==> src/rtl/lane_tx_pkg.sv <==
// Shared types and constants for the per-lane byte serializer.
package lane_tx_pkg;

  typedef enum logic {
    ST_IDLE,
    ST_SEND
  } state_t;

  localparam logic [7:0] IDLE_SYM_DEFAULT = 8'hBC;
  localparam int         BYTES_PER_WORD   = 4;

endpackage

==> src/rtl/lane_word_fifo.sv <==
// Small synchronous word FIFO with registered pointers and an occupancy count.
module lane_word_fifo #(
  parameter int DEPTH = 4,
  parameter int WIDTH = 32,
  localparam int AW   = $clog2(DEPTH)
) (
  input  logic             clk_i,
  input  logic             reset_i,
  input  logic             push_i,
  input  logic             pop_i,
  input  logic [WIDTH-1:0] data_i,
  output logic [WIDTH-1:0] data_o,
  output logic             full_o,
  output logic             empty_o,
  output logic [AW:0]      count_o
);

  logic [WIDTH-1:0] mem_q [DEPTH];
  logic [AW-1:0]    wrPtr_q, wrPtr_d;
  logic [AW-1:0]    rdPtr_q, rdPtr_d;
  logic [AW:0]      count_q, count_d;
  logic             doPush, doPop;

  assign full_o  = (count_q == (AW+1)'(DEPTH));
  assign empty_o = (count_q == '0);
  assign count_o = count_q;
  assign data_o  = mem_q[rdPtr_q];

  // Requests are qualified here so the FIFO can never corrupt itself.
  assign doPush = push_i && !full_o;
  assign doPop  = pop_i && !empty_o;

  always_comb begin
    wrPtr_d = wrPtr_q;
    rdPtr_d = rdPtr_q;
    count_d = count_q;
    if (doPush) wrPtr_d = wrPtr_q + AW'(1);
    if (doPop)  rdPtr_d = rdPtr_q + AW'(1);
    case ({doPush, doPop})
      2'b10:   count_d = count_q + (AW+1)'(1);
      2'b01:   count_d = count_q - (AW+1)'(1);
      default: count_d = count_q;
    endcase
  end

  always_ff @(posedge clk_i) begin
    if (reset_i) begin
      wrPtr_q <= '0;
      rdPtr_q <= '0;
      count_q <= '0;
    end else begin
      wrPtr_q <= wrPtr_d;
      rdPtr_q <= rdPtr_d;
      count_q <= count_d;
    end
  end

  always_ff @(posedge clk_i) begin
    if (doPush) mem_q[wrPtr_q] <= data_i;
  end

endmodule

==> src/rtl/lane_byte_serializer.sv <==
// Per-lane transmit stage: buffers striper words and emits them MSB-first,
// one byte per clock, filling with IDLE_SYM when nothing is pending.
module lane_byte_serializer
  import lane_tx_pkg::*;
#(
  parameter int         DEPTH    = 4,
  parameter logic [7:0] IDLE_SYM = IDLE_SYM_DEFAULT
) (
  input  logic        clk_4f,
  input  logic        reset,
  input  logic [31:0] data_in,
  input  logic        valid_in,
  output logic        ready_out,
  output logic [7:0]  byte_out,
  output logic        valid_out,
  output logic        k_out,
  output logic        overflow_err
);

  localparam int AW = $clog2(DEPTH);

  logic [31:0] fifoHead;
  logic        fifoFull, fifoEmpty;
  logic [AW:0] fifoCount;
  logic        pushEn, popEn;

  state_t      state_q, state_d;
  logic [31:0] sh_q, sh_d;
  logic [1:0]  idx_q, idx_d;
  logic [7:0]  byte_q, byte_d;
  logic        valid_q, valid_d;
  logic        k_q, k_d;
  logic        ovf_q, ovf_d;
  logic [7:0]  curByte;

  assign ready_out = (fifoCount != (AW+1)'(DEPTH));
  assign pushEn    = valid_in && ready_out;

  lane_word_fifo #(
    .DEPTH (DEPTH),
    .WIDTH (32)
  ) u_fifo (
    .clk_i   (clk_4f),
    .reset_i (reset),
    .push_i  (pushEn),
    .pop_i   (popEn),
    .data_i  (data_in),
    .data_o  (fifoHead),
    .full_o  (fifoFull),
    .empty_o (fifoEmpty),
    .count_o (fifoCount)
  );

  always_comb begin
    case (idx_q)
      2'd0:    curByte = sh_q[31:24];
      2'd1:    curByte = sh_q[23:16];
      2'd2:    curByte = sh_q[15:8];
      default: curByte = sh_q[7:0];
    endcase
  end

  always_comb begin
    state_d = state_q;
    sh_d    = sh_q;
    idx_d   = idx_q;
    byte_d  = IDLE_SYM;
    valid_d = 1'b0;
    k_d     = 1'b1;
    popEn   = 1'b0;
    ovf_d   = ovf_q | (valid_in & fifoFull);
    case (state_q)
      ST_IDLE: begin
        if (!fifoEmpty) begin
          popEn   = 1'b1;
          sh_d    = fifoHead;
          idx_d   = 2'd0;
          state_d = ST_SEND;
        end
      end
      ST_SEND: begin
        byte_d  = curByte;
        valid_d = 1'b1;
        k_d     = 1'b0;
        idx_d   = idx_q + 2'd1;
        // On the last byte, chain straight into the next word to avoid a gap.
        if (idx_q == 2'(BYTES_PER_WORD - 1)) begin
          idx_d = 2'd0;
          if (!fifoEmpty) begin
            popEn = 1'b1;
            sh_d  = fifoHead;
          end else begin
            state_d = ST_IDLE;
          end
        end
      end
      default: state_d = ST_IDLE;
    endcase
  end

  always_ff @(posedge clk_4f) begin
    if (reset) begin
      state_q <= ST_IDLE;
      sh_q    <= '0;
      idx_q   <= '0;
      byte_q  <= IDLE_SYM;
      valid_q <= 1'b0;
      k_q     <= 1'b1;
      ovf_q   <= 1'b0;
    end else begin
      state_q <= state_d;
      sh_q    <= sh_d;
      idx_q   <= idx_d;
      byte_q  <= byte_d;
      valid_q <= valid_d;
      k_q     <= k_d;
      ovf_q   <= ovf_d;
    end
  end

  assign byte_out     = byte_q;
  assign valid_out    = valid_q;
  assign k_out        = k_q;
  assign overflow_err = ovf_q;

endmodule

==> config.mk <==
export PLATFORM = sky130hd
export DESIGN_NAME = lane_byte_serializer
export DESIGN_NICKNAME = d
export VERILOG_FILES = /design/src/rtl/lane_tx_pkg.sv /design/src/rtl/lane_word_fifo.sv /design/src/rtl/lane_byte_serializer.sv
export SDC_FILE = /design/constraint.sdc
export NUM_CORES = 1
export LEC_CHECK = 0
export CAP_MARGIN = 20
export CORE_UTILIZATION = 52
export CTS_CLUSTER_DIAMETER = 40
export DETAILED_ROUTE_END_ITERATION = 10
export GPL_TIMING_DRIVEN = 0
export PLACE_DENSITY = 0.84
export SLEW_MARGIN = 0
export SYNTH_ARGS = -nofsm -noshare
export SYNTH_HDL_FRONTEND = slang
export SYNTH_SLANG_ARGS = --single-unit
==> constraint.sdc <==
create_clock -name clk_4f -period 2.08 [get_ports clk_4f]
set_clock_uncertainty 0.05 [all_clocks]
set_input_delay 0.52 -clock clk_4f [delete_from_list [all_inputs] [get_ports clk_4f]]
set_output_delay 0.52 -clock clk_4f [all_outputs]
set_load 0.02 [all_outputs]
==> summary.txt <==
Clock network
  – Number of hold-repair buffers added at the cts stage: 0
  – Number of buffers inserted during clock tree synthesis: 17
  – Clock-pin slew reported for the worst setup and hold paths after clock tree synthesis: 0.06 ns
  – Source-to-sink clock delay at the later pin of the worst-skew pair: 0.42 ns
  – Maximum clock path buffer count: 2
  – Number of clock sinks: 183
  – TritonCTS clock tree: yes
  – Clock root buffer: sky130_fd_sc_hd__clkbuf_16
  – Total number of H-tree levels: 4

Worst setup path
  – Data arrival time of the worst path: 2.39 ns
  – Number of cells on the worst reg-to-reg path: 8
  – Maximum fanout along the worst path: 4
  – Worst setup SP type: register
  – Capturing element type of the critical path: register
  – Critical path type: reg2reg
  – Flop-to-flop setup slack: -0.02 ns
  – Required arrival time at the worst endpoint: 2.37 ns

Power
  – Pwr dens: 1310 nW/um^2
  – Lkg Pwr: 2.76 nW
  – Worst vdd rail ir drop: 0.651 mV
  – Power after layout: 10.6 mW

Routing
  – DRC: 0
  – Iteration-0 DRC Markers: 311
  – Total iterations of the first detailed-routing run: 8
  – Final antenna-violating net count: 0
  – Routed Wire Length: 12,100 um
  – Vias: 3,537
  – Via-per-instance ratio: 5.71
  – Routed wire per std cell: 19.6 um

Status
  – Failing checks: negative setup slack
  – Status: complete, but fails checks

Finish
  – Area growth from synthesis to layout: 20.2%
  – Multi-input logic area: 1710 sq um
  – Proportion of layout cells with a drive suffix above 1: 0.239
  – # nets final: 480
  – Count of antenna diodes in the layout: 0
  – Register Area: 4960 sq um
  – Total of fill cells in the finished design: 871

Floorplan
  – Floorplan row count: 41
  – Die Outline Area: 13,500 sq um
  – Top-level port count: 47
  – Die outline height: 116 um
  – X dimension of the die: 116 um
  – Initial core utilization: 0.534
  – Area of the core region: 12,700 sq um

Timing
  – Final-layout setup total negative slack: -0.0161 ns
  – Final setup slack of the worst path: -0.0161 ns
  – # setup viols final: 1
  – Count of endpoints failing hold in the final timing report: 0
  – Setup repair after global routing missed its margin: yes
  – Final Slew Violations: 0
  – Max Fclk: 477 MHz
  – Relative slew slack: 0.397
  – Ratio of final minimum period to clock period: 1.01
  – Pin slew with the least headroom to its limit: 0.904 ns
  – Minimum clock period: 2.10 ns

Logic synthesis
  – Synth cell types: 36
  – Post-Syn Nets: 411
  – Synthesized area divided by synthesized cell count: 18.6 sq um
  – Flops & latches, synth: 183
  – Area of the mapped netlist: 6770 sq um
  – Sequential element share of the synthesized area: 0.730
  – Synth warnings: 0
  – Cells after Synth: 365

Global route
  – Via count of the first global-routing pass: 3,705
  – Number of antenna violations at the first check in global routing: 0
  – Largest net degree at the start of global routing: 33
  – Wire length of the first global-routing pass: 19,500 um
  – Total overflow reported by the global router: 0
  – GRT Util Overall: 0.204

Placed design
  – IO Port Bufs: 44
  – Placement Setup Slack: -0.193 ns
  – Routability congestion estimate from global placement: 0.785
  – Detailed-placement wirelength estimate: 7360 um

Job
  – Max-cap check violation count: 0

Worst hold path
  – Min-Delay Path Class: in2reg
  – Min-Delay Path Depth: 2
cell usage in the layout, fill, tap and decap left out, drive strengths merged, types with 2 or more instances in the layout:
cell / n
dfxtp: 55
and3: 4
nor2: 10
o21a: 3
a21o: 2
or3: 4
a21oi: 9
clkdlybuf4s50: 43
edfxtp: 128
buf: 19
a22o: 32
mux4: 32
xor2: 2
nand2: 5
inv: 10
clkbuf: 36
nor2b: 13
nor3: 2
a222oi: 8
ha: 10
clkinv: 3
nand3: 2
o21ai: 7
area by class of cell:
class / instances / share of cell area
buffer: 20 / 0.0163
clock buffer: 27 / 0.0675
clock inverter: 5 / 0.00707
inverter: 9 / 0.00415
multi-input combinational: 152 / 0.210
sequential: 183 / 0.609
tap: 172 / 0.0264
timing repair buffer: 51 / 0.0599
path summary, 6_finish.rpt:
path | from | end
worst max-delay path | u_fifo.count_o[1] | u_fifo.count_o[2]
worst min-delay path | reset | register
worst max register to register | u_fifo.count_o[1] | u_fifo.count_o[2]
worst min register to register | sh_q[21] | sh_q[21]
worst max-delay path, cell delays in order, from the launching register on:
cell,delay (ns)
sky130_fd_sc_hd__dfxtp_4,0.34
sky130_fd_sc_hd__or3b_4,0.43
sky130_fd_sc_hd__nand2_4,0.08
sky130_fd_sc_hd__ha_4,0.13
sky130_fd_sc_hd__inv_2,0.03
sky130_fd_sc_hd__fa_2,0.32
sky130_fd_sc_hd__xor2_1,0.16
sky130_fd_sc_hd__or3_4,0.33
sky130_fd_sc_hd__a21oi_2,0.14
report_power, final:
group	switching (mW)	total (mW)	leakage [nW]	internal, mW
logic	1.29	2.55	0.826	1.26
registers	0.297	4.88	1.63	4.58
clock network	1.29	3.22	0.302	1.94
total	2.87	10.6	2.76	7.77
registers in the layout (all words and copies together), names as in the netlist, named ones only:
register and flops:
byte_out 8, u_fifo.wrPtr_q 2, u_fifo.mem_q 128, u_fifo.count_o 3, sh_q 32, k_out 1
overflow_err 1, state_q 1, u_fifo.rdPtr_q 2, valid_out 1, idx_q 2
routing by layer:
| metal | vias to the layer above | wire, um | global-route usage |
|---|---|---|---|
| li1 | 1590 | - | - |
| met4 | 0 | 269 | 0.100 |
| met1 | 1807 | 5030 | 0.250 |
| met5 | - | 0 | 0 |
| met2 | 116 | 6130 | 0.338 |
| met3 | 24 | 702 | 0.0555 |
cell families after synthesis:
kind of cell    after synthesis  share of synthesized area
flops                       183                      0.730
compound gates               65                     0.0780
fa+ha+maj                    11                     0.0214
simple gates                 42                     0.0360
xor+xnor                      2                    0.00259
mux                          32                      0.106
buf+inv                      30                     0.0253
synth_stat cells (all sizes together):
master / n / area share
ha: 10 / 0.018
o21ai: 7 / 0.0052
a311oi: 1 / 0.0013
or3b: 1 / 0.0013
inv: 9 / 0.0050
fa: 1 / 0.0030
xor2: 2 / 0.0026
buf: 13 / 0.016
nand3: 2 / 0.0015
o21a: 3 / 0.0033
or2b: 1 / 0.0017
a21o: 2 / 0.0022
nor2: 10 / 0.0055
a21oi: 9 / 0.0089
a22o: 32 / 0.042
nor3: 2 / 0.0030
mux4: 32 / 0.11
and3: 4 / 0.0037
a41oi: 1 / 0.0013
dfxtp: 55 / 0.16
nand2: 5 / 0.0028
edfxtp: 128 / 0.57
a22oi: 1 / 0.0011
clkbuf: 8 / 0.0046
nor2b: 13 / 0.012
or3: 4 / 0.0046
a222oi: 8 / 0.012
a31o: 1 / 0.0013
metrics by stage:
step            util  instances  hold WS (ns)  area [sq um]
2_1_floorplan      -        365         0.393          6810
4_1_cts        0.642        618         0.340          8140
5_1_grt        0.643        619         0.347          8140
3_3_place_gp   0.589        581         0.416          7460
3_5_place_dp   0.589        581         0.422          7470
6_report       0.643        619         0.354          8140
what timing repair did:
action,in CTS,in global routing
hold endpoints to repair,0,0
setup buffers,6,1
pin swaps,7,4
resized for setup,14,1
setup endpoints to repair,3,34
(Power assumes the default switching activity.)
==> patch: new RTL, same flow settings <==
`DEPTH` is set to 4 in 2 places; all go to 2.
--- a/src/rtl/lane_word_fifo.sv
+++ b/src/rtl/lane_word_fifo.sv
@@ -1,6 +1,6 @@
 // Small synchronous word FIFO with registered pointers and an occupancy count.
 module lane_word_fifo #(
-  parameter int DEPTH = 4,
+  parameter int DEPTH = 2,
   parameter int WIDTH = 32,
   localparam int AW   = $clog2(DEPTH)
 ) (
--- a/src/rtl/lane_byte_serializer.sv
+++ b/src/rtl/lane_byte_serializer.sv
@@ -3,7 +3,7 @@
 module lane_byte_serializer
   import lane_tx_pkg::*;
 #(
-  parameter int         DEPTH    = 4,
+  parameter int         DEPTH    = 2,
   parameter logic [7:0] IDLE_SYM = IDLE_SYM_DEFAULT
 ) (
   input  logic        clk_4f,
Behaviour: not the same (Yosys sat finds a counterexample within 4 cycles, from zero or initial values and one cycle with reset high).
==> patch against the original RTL <==
- synthesized cell count fell by 16%
- design area fell by 34%
- maximum frequency rose by 4.4%
- wire length fell by 29%
- setup slack improved by 88 ps
- total power fell by 26%
- sequential cell count fell by 68
- sequential share of layout area fell by 6.0 points
- area after synthesis fell by 37%
- largest cell class unchanged
- highest routed layer unchanged
==> patch: results (changes against the original RTL) <==
metric	value	unit	change
grt_pass1_vias	2867		-23%
wl_met3	501	um	-29%
grt_use_met1	0.264		+0.0147
p_leak	1.88	nW	-32%
place_area	4850	um^2	-35%
grtUsageMet2	0.370		+0.0323
gp_congestion	0.879		+12%
portBuffers	45		+2.3%
synth_area_per_cell	13.8	um^2	-26%
wl	8.61	mm	-29%
grt_use_total	0.224		+0.0200
synth_cell_types	25		-31%
hpwl	5.35	mm	-27%
drive_gt1_frac	0.130		-0.110
combinationalPower	0.00219	W	-14%
vdd_drop_max	0.000890	V	+37%
crit_slowest_cell	or3_1		
syn_nets	348		-15%
seq-power	0.00335	W	-31%
yosys-top-cells-count	edfxtp_1 (64), dfxtp_1 (51), a21oi_1 (43)		
swShare	0.312		+0.0422
async_flop_share	0		unchanged
grt_first_pass_wirelength	14.0	mm	-28%
max_stage_delay	350	ps	-80 ps
vias	2781		-21%
nets	414		-14%
place_ws	-362	ps	-169 ps
drtIter0Drc	309		-0.64%
h-tree-depth	4		unchanged
worst-path-max-fanout	10		+6
met1_length	3.45	mm	-31%
yosysSeqAreaShare	0.694		-0.0366
finalNonFillerCells	488		-21%
met3_usage	0.0755		+0.0200
first_pass_iters	6		-2
clockRootBuffer	clkbuf_8		
outcome	complete, no violations		
clkLatencyLatePin	500	ps	+80 ps
arrival	2370	ps	-20 ps
place_inst	455		-22%
largest_reg_flops	64		-50%
synth_edf_count	64		-50%
tightest_slew	822	ps	-82.4 ps
netlist_top_cells_area	edfxtp_1 (45%), dfxtp_1 (24%), mux2i_1 (7.5%)		
-- patch: cell types whose count changed after synthesis, sizes merged, moves of 32 or more --
cell,change
mux4,-32
a211oi,+32
mux2i,+32
a21oi,+34
a22o,-32
edfxtp,-64
-- patch: layout make-up --
type	instances	area [um^2]
Buffer	23	118
Inverter	7	26.3
Tap cell	102	128
Clock buffer	25	454
Sequential cell	115	2950
Timing Repair Buffer	47	484
Fill cell	531	2430
Clock inverter	7	35.0
Multi-Input combinational cell	162	1180
-- patch: final timing paths --
kind / endpoint / cells after the start / slack (ps) / startpoint
worst max register to register: u_fifo.count_o[1] / 7 / 70 / idx_q[0]
worst max-delay path: u_fifo.count_o[1] / 7 / 70 / idx_q[0]
worst min register to register: overflow_err / 2 / 420 / overflow_err
worst min-delay path: sh_q[0] / 2 / 360 / reset
-- patch: timing repair --
action                                 4_1_cts  5_1_grt
setup endpoints to repair                    3        2
hold buffers                                 0        0
setup buffers                                0        1
gates resized for setup                      8        4
pin swaps                                    1        1
endpoints found under the hold margin        0        0
-- patch: cells by family (layout without fill, tap and decap cells) --
| group | after synthesis | count (layout) | share of synthesized area |
|---|---|---|---|
| AOI/OAI and AO/OA | 94 | 94 | 0.139 |
| adders and majority gates | 6 | 6 | 0.0177 |
| muxes | 32 | 32 | 0.0755 |
| and+or+nand+nor | 28 | 28 | 0.0375 |
| DFF | 115 | 115 | 0.694 |
| buffers and inverters | 30 | 109 | 0.0324 |
| xor gates and xnor gates | 2 | 2 | 0.00413 |
-- patch: metrics by stage --
step,power [W],utilization,TNS (ps),hold slack (ps)
final,0.00791,0.688,0,357
after global routing,0.00830,0.688,0,369
after CTS,0.00788,0.687,0,321
after detailed placement,0.00541,0.621,-15370,407
after global placement,0.00528,0.617,-43690,403
after floorplan,0.00475,-,0,404
